==> src/rtl/program_loader.sv <==
// Framed byte-stream loader for the 16x8 program RAM: hunts for a sync byte,
// writes L payload bytes through the RAM's manual-programming port, then verifies an 8-bit sum.
module program_loader #(
  parameter logic [7:0]  SYNC_BYTE      = 8'hA5,
  parameter int unsigned MAX_LEN        = 16,
  parameter int unsigned TIMEOUT_CYCLES = 1000000
) (
  input  logic       clk,
  input  logic       rst_n,
  input  logic       start,
  input  logic       byte_valid,
  input  logic [7:0] byte_data,
  output logic       byte_ready,
  output logic       manual_mode,
  output logic       manual_read,
  output logic [3:0] address,
  output logic [7:0] program_switches,
  output logic       busy,
  output logic       done,
  output logic       error,
  output logic [7:0] checksum
);

  localparam int unsigned TW = $clog2(TIMEOUT_CYCLES + 1);

  typedef enum logic [2:0] {
    S_IDLE, S_WAIT_SYNC, S_WAIT_LEN, S_LOAD, S_WRITE, S_CHECK, S_DONE, S_ERROR
  } state_t;

  state_t          r_state, w_next;
  logic [4:0]      r_len, r_index;
  logic [TW-1:0]   r_tmo;
  logic [3:0]      r_addr;
  logic [7:0]      r_data, r_checksum;
  logic            w_accept, w_len_ok, w_timed, w_tmo_hit, w_last;

  assign w_accept  = byte_valid && byte_ready;
  assign w_len_ok  = (byte_data != 8'd0) && (32'(byte_data) <= MAX_LEN);
  assign w_timed   = (r_state == S_WAIT_LEN) || (r_state == S_LOAD) || (r_state == S_CHECK);
  assign w_tmo_hit = w_timed && (r_tmo == TW'(TIMEOUT_CYCLES - 1));
  assign w_last    = (r_index + 5'd1) == r_len;

  assign address          = r_addr;
  assign program_switches = r_data;
  assign checksum         = r_checksum;

  always_ff @(posedge clk or negedge rst_n) begin
    if (!rst_n) r_state <= S_IDLE;
    else        r_state <= w_next;
  end

  // An accepted byte is tested before the timeout so that it wins a same-edge tie.
  always_comb begin
    w_next      = r_state;
    byte_ready  = 1'b0;
    manual_mode = 1'b0;
    manual_read = 1'b0;
    busy        = 1'b0;
    done        = 1'b0;
    error       = 1'b0;
    case (r_state)
      S_IDLE, S_DONE, S_ERROR: begin
        done  = (r_state == S_DONE);
        error = (r_state == S_ERROR);
        if (start) w_next = S_WAIT_SYNC;
      end
      S_WAIT_SYNC: begin
        byte_ready = 1'b1; manual_mode = 1'b1; busy = 1'b1;
        if (w_accept && (byte_data == SYNC_BYTE)) w_next = S_WAIT_LEN;
      end
      S_WAIT_LEN: begin
        byte_ready = 1'b1; manual_mode = 1'b1; busy = 1'b1;
        if (w_accept)       w_next = w_len_ok ? S_LOAD : S_ERROR;
        else if (w_tmo_hit) w_next = S_ERROR;
      end
      S_LOAD: begin
        byte_ready = 1'b1; manual_mode = 1'b1; busy = 1'b1;
        if (w_accept)       w_next = S_WRITE;
        else if (w_tmo_hit) w_next = S_ERROR;
      end
      S_WRITE: begin
        manual_mode = 1'b1; busy = 1'b1; manual_read = 1'b1;
        w_next = w_last ? S_CHECK : S_LOAD;
      end
      S_CHECK: begin
        byte_ready = 1'b1; manual_mode = 1'b1; busy = 1'b1;
        if (w_accept)       w_next = (byte_data == r_checksum) ? S_DONE : S_ERROR;
        else if (w_tmo_hit) w_next = S_ERROR;
      end
      default: w_next = S_IDLE;
    endcase
  end

  always_ff @(posedge clk or negedge rst_n) begin
    if (!rst_n) begin
      r_len      <= '0;
      r_index    <= '0;
      r_tmo      <= '0;
      r_addr     <= '0;
      r_data     <= '0;
      r_checksum <= '0;
    end else begin
      r_tmo <= (w_timed && !w_accept) ? r_tmo + TW'(1) : '0;
      case (r_state)
        S_IDLE, S_DONE, S_ERROR: if (start) r_checksum <= '0;
        S_WAIT_LEN: if (w_accept && w_len_ok) begin
          r_len   <= byte_data[4:0];
          r_index <= '0;
        end
        S_LOAD: if (w_accept) begin
          r_data     <= byte_data;
          r_addr     <= r_index[3:0];
          r_checksum <= r_checksum + byte_data;
        end
        S_WRITE: r_index <= r_index + 5'd1;
        default: ;
      endcase
    end
  end

endmodule
==> config.mk <==
export PLATFORM = sky130hd
export DESIGN_NAME = program_loader
export DESIGN_NICKNAME = d
export VERILOG_FILES = /design/src/rtl/program_loader.sv
export SDC_FILE = /design/constraint.sdc
export NUM_CORES = 1
export LEC_CHECK = 0
export CAP_MARGIN = 20
export CORE_MARGIN = 8
export CORE_UTILIZATION = 40
export DETAILED_ROUTE_END_ITERATION = 7
export DONT_BUFFER_PORTS = 1
export HOLD_SLACK_MARGIN = 0.02
export MAX_ROUTING_LAYER = met4
export SLEW_MARGIN = 0
export SYNTH_ARGS = -nofsm -noshare
export SYNTH_HDL_FRONTEND = slang
export SYNTH_SLANG_ARGS = --single-unit
==> constraint.sdc <==
create_clock -name clk -period 2.55 [get_ports clk]
set_clock_uncertainty 0.15 [all_clocks]
set_input_delay 0.255 -clock clk [delete_from_list [all_inputs] [get_ports clk]]
set_output_delay 0.255 -clock clk [all_outputs]
set_load 0.05 [all_outputs]
# Word level (Yosys, flattened, before mapping)

Index checks and enable logic that the tools add are counted.

Latch bits: 0
Memory bits (read-only): 0
Register bits after elaboration: 53
Word-level logic and storage cells: 68
Memory bits (writable): 0
Input port bits: 12
Memories kept: 0
Output and inout bits: 26

Shifts and indexed selects: 0
Muxes and demuxes: 21
Reductions and logical operators: 21
Order comparisons: 1
Multipliers: 0
Div/mod/pow operators: 0
Eq/ne operators: 15
Add/subtract/negate cells: 3
Bitwise gates (word level): 0

Operator list:

| operator                                                       | number |
|---|---|
| two-way mux 3 bit                                              | 8 |
| adder 20 x 1 -> 20 bit, second input constant                  | 1 |
| equality test 20 bit, second input constant                    | 1 |
| two-way mux 20 bit                                             | 1 |
| case mux 3 bit (6 select lines)                                | 1 |
| two-way mux 8 bit                                              | 2 |
| case mux 8 bit (2 select lines)                                | 1 |
| equality test 3 bit, second input constant                     | 4 |
| case mux 5 bit (2 select lines)                                | 1 |
| adder 8 bit                                                    | 1 |
| equality test 8 bit                                            | 1 |
| equality test 8 bit, second input constant                     | 1 |
| less-or-equal comparator 8 x 5 -> 1 bit, second input constant | 1 |
| AND reduction 2 bit                                            | 4 |
| nonzero test 8 bit                                             | 1 |
| equality test 3 x 2 -> 1 bit, second input constant            | 2 |
| logical AND 1 bit                                              | 6 |
| two-way mux 1 bit                                              | 6 |
| != test 2 bit, second input constant                           | 3 |
| adder 5 x 1 -> 5 bit, second input constant                    | 1 |
| equality test 5 bit                                            | 1 |
| two-way mux 5 bit                                              | 1 |
| OR reduction 5 bit                                             | 1 |
| nonzero test 2 bit                                             | 2 |
| other kinds (8)                                                | 9 |

# Depth between registers and ports, before layout

Gate-level depths: netlist (run 1).

Depth after elaboration: 7
Gate-level depth with buffers: 7
Mapped depth without buffers: 7

# Worst setup path before layout (run 1)

No wires, ideal clock.

Path type: register -> output
Start point: reg r_state[2]
End point: out manual_mode
Required time: 2.145 ns
Arrival: 1.993 ns
Cell stages (with the launch flop): 6
Path slack: 0.152 ns
Buffers on the path: 3
Path through: dfrtp_1 buf_2 clkbuf_1 nor3_1 a21oi_1 buf_4

Word-level cells in the longest chain between the ends: 3
Elaborated cells on any way between the ends: 7
Those cells by class: eq/ne: 5; mux: 1; reduce/logical: 1

RTL lines:

| item                                                       | line | text |
|---|---|---|
| start: declaration                                         | 30   | `state_t r_state, w_next;` |
| start signal: assignment                                   | 49   | `else r_state <= w_next;` |
| equality test 3 x 2 -> 1 bit, or another cell as far along | -    |  |
| OR reduction 5 bit (no line) *                             | -    |  |
| two-way mux 1 bit *                                        | -    |  |
| end: declaration                                           | 14   | `output logic manual_mode,` |

Every way passes the cells marked *; elsewhere a longest branch is shown, timed or not.

# Worst setup path after layout (run 1)

Start point: reg r_state[0]
End point: out manual_read

Word-level cells in the longest chain between the ends: 2

RTL lines:

| item                | line | text |
|---|---|---|
| equality test 3 bit | 61   | `case (r_state)` |
| two-way mux 1 bit   | 61   |  |
| end: declaration    | 15   | `output logic manual_read,` |

Every way passes these cells.

==> results of run 1 <==
[kinds of logic after synthesis]
family,after synthesis,share of synthesized area (%)
and+or+nand+nor,147,24.8
DFF,53,45.7
AOI/OAI and AO/OA,50,10.9
xor gates and xnor gates,28,8.45
buffers and inverters,18,2.80
adders and majority gates,10,4.57
muxes,6,2.80
[placed cells by master, fill, tap and decap left out, types with 3 or more instances in the layout]
cell type and count:
xor2_1 13, nor4b_1 3, clkbuf_8 5, o21ai_0 16, nand2_1 62, dlygate4sd3_1 10
or3_1 4, a21o_1 4, nand4_1 4, nor3_1 5, nor4_1 4, and3_1 5
inv_1 7, xnor2_1 15, buf_4 15, ha_1 9, or4_1 3, dfrtp_1 53
nor2_1 29, nand3_1 13, mux2_4 4, a21oi_1 12
[cell type report]
class	count	area, um2
Clock buffer	5	68.8
Clock inverter	3	21.3
Fill cell	713	3830
Inverter	7	26.3
Multi-Input combinational cell	241	1500
Sequential cell	53	1330
Tap cell	99	124
Timing Repair Buffer	26	240
[worst reg2reg max path, stage by stage (launching register included)]
cell and delay, ns:
dfrtp_1 0.56, nor2_1 0.16, nand3b_1 0.20, or4_4 0.63
mux2_4 0.33
[worst min path at each step]
stage | startpoint | to | slack, ns | cells after the start
finish | byte_data[0] | checksum[0] | 0.08 | 2
floorplan | rst_n | address[0] | -0.19 | 0
detailed placement | rst_n | r_tmo[12] | -0.19 | 0
global placement | rst_n | r_tmo[12] | -0.19 | 0
CTS | byte_data[0] | checksum[0] | 0.07 | 2
global route | byte_data[0] | checksum[0] | 0.07 | 2
[routing by layer]
metal | track usage (%) | share of wire [%] | vias to the layer above
li1 | - | - | 1130
met1 | 18.5 | 46 | 1123
met2 | 21.4 | 46 | 47
met3 | 3.37 | 5.4 | 11
met4 | 5.96 | 2.0 | 0
met5 | - | 0 | -
[power groups by stage]
| stage | Sequential (mW) | Clock (mW) | Combinational (mW) |
|---|---|---|---|
| finish | 1.65 | 0.494 | 1.49 |
| global route | 1.70 | 0.548 | 1.64 |
| CTS | 1.65 | 0.516 | 1.50 |
| detailed placement | 1.67 | 0 | 1.46 |
| global placement | 1.67 | 0 | 1.43 |
| floorplan | 1.71 | 0 | 1.06 |
[flip-flops by register name (all words and copies together) (netlist names)]
signal,flops
r_len,5
r_state,3
checksum,8
r_index,5
program_switches,8
address,4
r_tmo,20
[timing repair]
item / in CTS / in global routing
setup endpoints to repair: 0 / 0
hold buffers: 11 / 0
setup buffers: 0 / 0
hold endpoints to repair: 69 / 0
==> summary.md, run 1 <==
| Metric | Value |
|---|---|
| Status | `completed` |
| H-tree Lvls | `2` |
| Pint | `approximately 1.8 mW` |
| Die Y | `just over 100 um` |
| Fin Setup TNS | `0 ns` |
| Vias/cell | `between 5 and 6` |
| Pre-CTS setup slack | `slightly above 0.4 ns` |
| Global-route wire length before repair | `11,400 um` |
| Worst VDD drop | `~360 uV` |
| Drt first pass iters | `4` |
| Post-synth top area share | `45.7%` |
| Final worst path period share | `85.6%` |
| TritonCTS sink count | `53` |
| Final core occ | `about 46%` |
| Combinational Power Share | `approximately two fifths` |
| Die Area | `just over 0.01 mm2` |
| Most frequent cells after synthesis | `nand2_1 (62), dfrtp_1 (53), nor2_1 (29), o21ai_0 (16), xnor2_1 (15)` |
| R2R depth | `4` |
| MaxCap Viol Count | `0` |
| Cells after Synth | `312` |
| Rel. slew slack | `between 40% and 50%` |
| Mapped Avg Cell Area | `approximately 9.3 um2` |
| Area delta synth->final | `13.9%` |
| Die extent in x | `just over 100 um` |
| Ant diodes | `0` |
| DP Area | `around 0.0031 mm2` |
| Critical Path End Type | `output port` |
| Primary FF master, synth | `dfrtp_1` |
| Critical path type | `reg -> out` |
| 1st-iter DRT viols | `between 150 and 200` |
| Synth Net Count | `334` |
| Synth unique cells | `49` |
| Fin crit period | `2.18 ns` |
| Wire per inst | `15.7 um` |
| Power Total | `3.63 mW` |
| Slowest CP cell | `dfrtp_1` |
| Worst path cell trace | `nor2_1 -> nand2_1 -> inv_1 -> buf_4` |
| Area leader, netlist | `dfrtp_1` |
| Largest delay contributor family on the critical path | `simple AND/OR/NAND/NOR gates` |
| Dpl hpwl | `roughly 4800 um` |
| Final Hold Fails | `0` |
| Worst setup path endpoint | `manual_read` |
| Layout net count | `about 360` |
| Fin. max-slew vios | `0` |
| GRT Util Overall | `approximately 14%` |
| Detail Route Antenna Nets | `0` |
| Share of cells above drive strength 1 | `about 11%` |
| Deepest clock path buffer count | `2` |
| Post-synth EDFFs | `0` |
| Synth Cell Area | `~0.0029 mm2` |
| Rows | `31` |
| Ys async rst share | `100%` |
| Required time worst endpoint | `about 2.1 ns` |
| Final non-filler cell area | `~0.0033 mm2` |
| Leak | `1.49 nW` |
| NetSw | `1.78 mW` |
| Area contributors post-synth | `dfrtp_1 (46%), nand2_1 (8.0%), xnor2_1 (4.5%)` |
| Yosys warnings | `0` |
| CTS Buf Count | `5` |
| I/O Buffers | `0` |
| Switching share of power | `approximately 49%` |
| Worst-path maximum fanout | `13` |
| Crit path buffers/inverters | `2` |
| Fmax | `~460 MHz` |
| Residual DRC count | `0` |
| Most frequent cell after synthesis | `nand2_1` |
| Initial antenna violation count | `0` |
| CTS tree | `yes` |
| IO Count | `38` |
| Via count | `2,311` |
| Reg2Reg Capture Point | `r_len[4]` |
| Post-CTS resize count | `0` |
| Starting Density | `approximately two fifths` |
| Final setup vio count | `0` |
| Clock power share | `between 10% and 20%` |
| Critical path depth | `4` |
| RSZ-0062 raised after global routing | `no` |
| Flops & latches, synth | `53` |
| RePlAce Congestion | `0.847` |
| Post-synthesis sequential area ratio | `45.7%` |
| Startpoint types | `flip-flop` |
| R2r setup slk | `between 0.4 and 0.5 ns` |
| Pin slew with the least headroom to its limit | `around 0.77 ns` |
| Worst Setup SP | `r_state[0]` |
| Total Wirelength | `around 6800 um` |
| Pin count of the biggest net entering global routing | `54` |
| Post-Layout Cell Count | `between 400 and 500` |
| WHS | `0.0774 ns` |
| Clk_lat worst skew | `between 0.3 and 0.4 ns` |
| CP peak stage delay | `roughly 0.52 ns` |
| Pwr Density | `between 1000 and 1500 mW/mm2` |
| Number of instances in the placed design | `~420` |
| Vias in the first global route | `approximately 2.2k` |
| Setup ws final | `roughly 0.37 ns` |
| Placeable Area | `around 0.007 mm2` |
| Min-Delay Path Class | `in -> reg` |
| Clock slew at reported path FFs | `0.11 ns` |
| Arr. time, crit path | `around 1.8 ns` |
| Clk root buf | `clkbuf_8` |
| RR Startpoint | `r_state[0]` |
| Reg power frac | `around 45%` |
| Grt total ovfl | `0` |
No activity file was read; power rests on OpenSTA's default activity.
==> run 2, diff against run 1 <==
--- a/config.mk
+++ b/config.mk
@@ -6,12 +6,15 @@
 export NUM_CORES = 1
 export LEC_CHECK = 0
 export CAP_MARGIN = 20
+export CELL_PAD_IN_SITES_DETAIL_PLACEMENT = 0
+export CELL_PAD_IN_SITES_GLOBAL_PLACEMENT = 1
 export CORE_MARGIN = 8
 export CORE_UTILIZATION = 40
 export DETAILED_ROUTE_END_ITERATION = 7
 export DONT_BUFFER_PORTS = 1
 export HOLD_SLACK_MARGIN = 0.02
 export MAX_ROUTING_LAYER = met4
+export PLACE_DENSITY_LB_ADDON = 0.1
 export SLEW_MARGIN = 0
 export SYNTH_ARGS = -nofsm -noshare
 export SYNTH_HDL_FRONTEND = slang
==> run 2 against run 1 <==
Die area stayed put. Critical path type unchanged. Cell area is 0.45% lower. Sequential share of layout area is 0.18 points higher. Register-to-register slack worse by 0.03 ns.
==> summary.md, run 2 (synthesis results as in run 1) <==
| Metric | Value |
|---|---|
| DP Area | `0.00307 mm2 (-0.49%)` |
| Die extent in x | `101 um (unchanged)` |
| 1st-iter DRT viols | `136 (-23%)` |
| Layout net count | `354 (-0.56%)` |
| Pwr Density | `1110 mW/mm2 (+0.78%)` |
| Post-Layout Cell Count | `432 (-0.46%)` |
| Clk root buf | `clkbuf_8` |
| TritonCTS sink count | `53 (unchanged)` |
| Pin count of the biggest net entering global routing | `54 (unchanged)` |
| IO Count | `38 (unchanged)` |
| Via count | `2,279 (-1.4%)` |
| Final setup vio count | `0 (unchanged)` |
| Critical path type | `reg -> out` |
| Fin Setup TNS | `0 ns (unchanged)` |
| Initial antenna violation count | `0 (unchanged)` |
| Vias in the first global route | `2,269 (+1.7%)` |
| Clock slew at reported path FFs | `0.10 ns (about the same)` |
| Max reg flops | `20 (unchanged)` |
| Area delta synth->final | `13.4%` |
| Critical Path End Type | `output port` |
| Fmax | `442 MHz (-3.5%)` |
| Final core occ | `46.1% (-0.21 points)` |
| Fin crit period | `2.26 ns (+0.0788 ns)` |
| Drt first pass iters | `4 (unchanged)` |
| Residual DRC count | `0 (unchanged)` |
| Register area | `0.00133 mm2 (unchanged)` |
| Dpl hpwl | `4870 um (+2.4%)` |
| Placeable Area | `0.00714 mm2 (unchanged)` |
| Rel. slew slack | `47.8% (-0.81 points)` |
| Deepest clock path buffer count | `2 (unchanged)` |
| Most common cell after layout, fill and taps aside | `nand2_1` |
| Fillers | `727 (+2.0%)` |
| RSZ-0062 raised after global routing | `no` |
| Worst VDD drop | `451 uV (+24%)` |
| WHS | `0.0310 ns (-0.0464 ns)` |
| Grt total ovfl | `0 (unchanged)` |
| Global-route wire length before repair | `11,800 um (+3.6%)` |
| I/O Buffers | `0 (unchanged)` |
| Commonest non-fill, non-tap cells in the layout | `nand2_1 (62), dfrtp_1 (53), nor2_1 (29)` |
| Die Y | `101 um (unchanged)` |
| RePlAce Congestion | `0.778 (-8.2%)` |
| CTS tree | `yes` |
| Status | `completed` |
| H-tree Lvls | `2 (unchanged)` |
| Leak | `1.48 nW (-0.73%)` |
| Required time worst endpoint | `2.14 ns (about the same)` |
| Pre-CTS setup slack | `0.397 ns (-0.0177 ns)` |
| Buffer count from post-CTS setup fixing | `0 (unchanged)` |
| MaxCap Viol Count | `0 (unchanged)` |
| Number of instances in the placed design | `413 (-0.48%)` |
| Arr. time, crit path | `1.86 ns (+0.08 ns)` |
| Starting Density | `40.7% (unchanged)` |
| Pin slew with the least headroom to its limit | `0.784 ns (+0.0121 ns)` |
| Rows | `31 (unchanged)` |
| Share of cells above drive strength 1 | `10.5% (-0.53 points)` |
| Fin. max-slew vios | `0 (unchanged)` |
| Clk_lat worst skew | `0.32 ns (about the same)` |
| Die Area | `0.0102 mm2 (unchanged)` |
| Final non-filler cell area | `0.00329 mm2 (-0.45%)` |
| Final worst path period share | `88.6% (+3.1 points)` |
| Final Hold Fails | `0 (unchanged)` |
| Most flop-heavy register | `r_tmo` |
| CTS Buf Count | `5 (unchanged)` |
| Min-Delay Path Class | `in -> reg` |
| Vias/cell | `5.28 (-0.93%)` |
| Startpoint types | `flip-flop` |
| GRT Util Overall | `14.9% (+0.50 points)` |
| Worst-path maximum fanout | `13 (unchanged)` |
| Total Wirelength | `7130 um (+4.9%)` |
| Ant diodes | `0 (unchanged)` |
| Detail Route Antenna Nets | `0 (unchanged)` |
| Setup ws final | `0.289 ns (-0.0788 ns)` |
| Wire per inst | `16.5 um (+5.4%)` |
| Footprint of the multi-input gates | `0.00150 mm2 (unchanged)` |
| Power Total | `3.64 mW (+0.33%)` |
-- run 2: where the power goes --
group	internal (mW)	leakage, nW	total (mW)	switching (mW)
Combinational	0.568	0.734	1.46	0.892
Sequential	1.07	0.698	1.67	0.600
Clock	0.196	0.0445	0.509	0.313
-- run 2: layer usage --
layer	part of all wire, %	up-vias	GRT usage, %	routed length, um
li1	-	1129	-	-
met1	47	1095	19.0	3370
met2	47	47	23.6	3320
met3	5.2	8	3.09	368
met4	1.0	0	3.55	73
met5	0	-	-	0
-- run 2: repair_timing --
| action | 4_1_cts | 5_1_grt |
|---|---|---|
| endpoints found under the setup margin | 0 | 0 |
| hold endpoints to repair | 68 | 0 |
| gates resized for setup | 0 | 0 |
| hold buffers | 11 | 0 |
-- run 2: critical path, stage by stage (launching register included) --
cell and delay [ns]:
dfrtp_1 0.52, nor2_1 0.33, nand2_1 0.26, inv_1 0.21, buf_4 0.23
-- run 2: path summary, 6_finish.rpt --
kind	slack, ns	cells after the start	end	from
worst max-delay path	0.29	4	manual_read	r_state[0]
min in group asynchronous	0.29	2	address[2]	rst_n
worst max register to register	0.38	4	r_len[1]	r_state[0]
worst min-delay path	0.03	2	r_state[2]	start
worst min register to register	0.33	1	r_tmo[0]	r_tmo[0]
max in group asynchronous	1.71	2	program_switches[1]	rst_n
-- run 2: cell type report --
class	count	share of cell area, %
multi-input cells	241	45.6
flip-flops and latches	53	40.3
repair buffers	24	6.84
well taps	99	3.76
clock buffers	5	2.09
inverters	7	0.798
clock inverters	3	0.646
==> run 3, diff against run 2 <==
--- a/config.mk
+++ b/config.mk
@@ -10,6 +10,7 @@
 export CELL_PAD_IN_SITES_GLOBAL_PLACEMENT = 1
 export CORE_MARGIN = 8
 export CORE_UTILIZATION = 40
+export CTS_BUF_LIST = sky130_fd_sc_hd__clkbuf_2 sky130_fd_sc_hd__clkbuf_4 sky130_fd_sc_hd__clkbuf_8
 export DETAILED_ROUTE_END_ITERATION = 7
 export DONT_BUFFER_PORTS = 1
 export HOLD_SLACK_MARGIN = 0.02
==> results of run 3 <==
Final layout, timing and power as in run 2 (identical DEF).
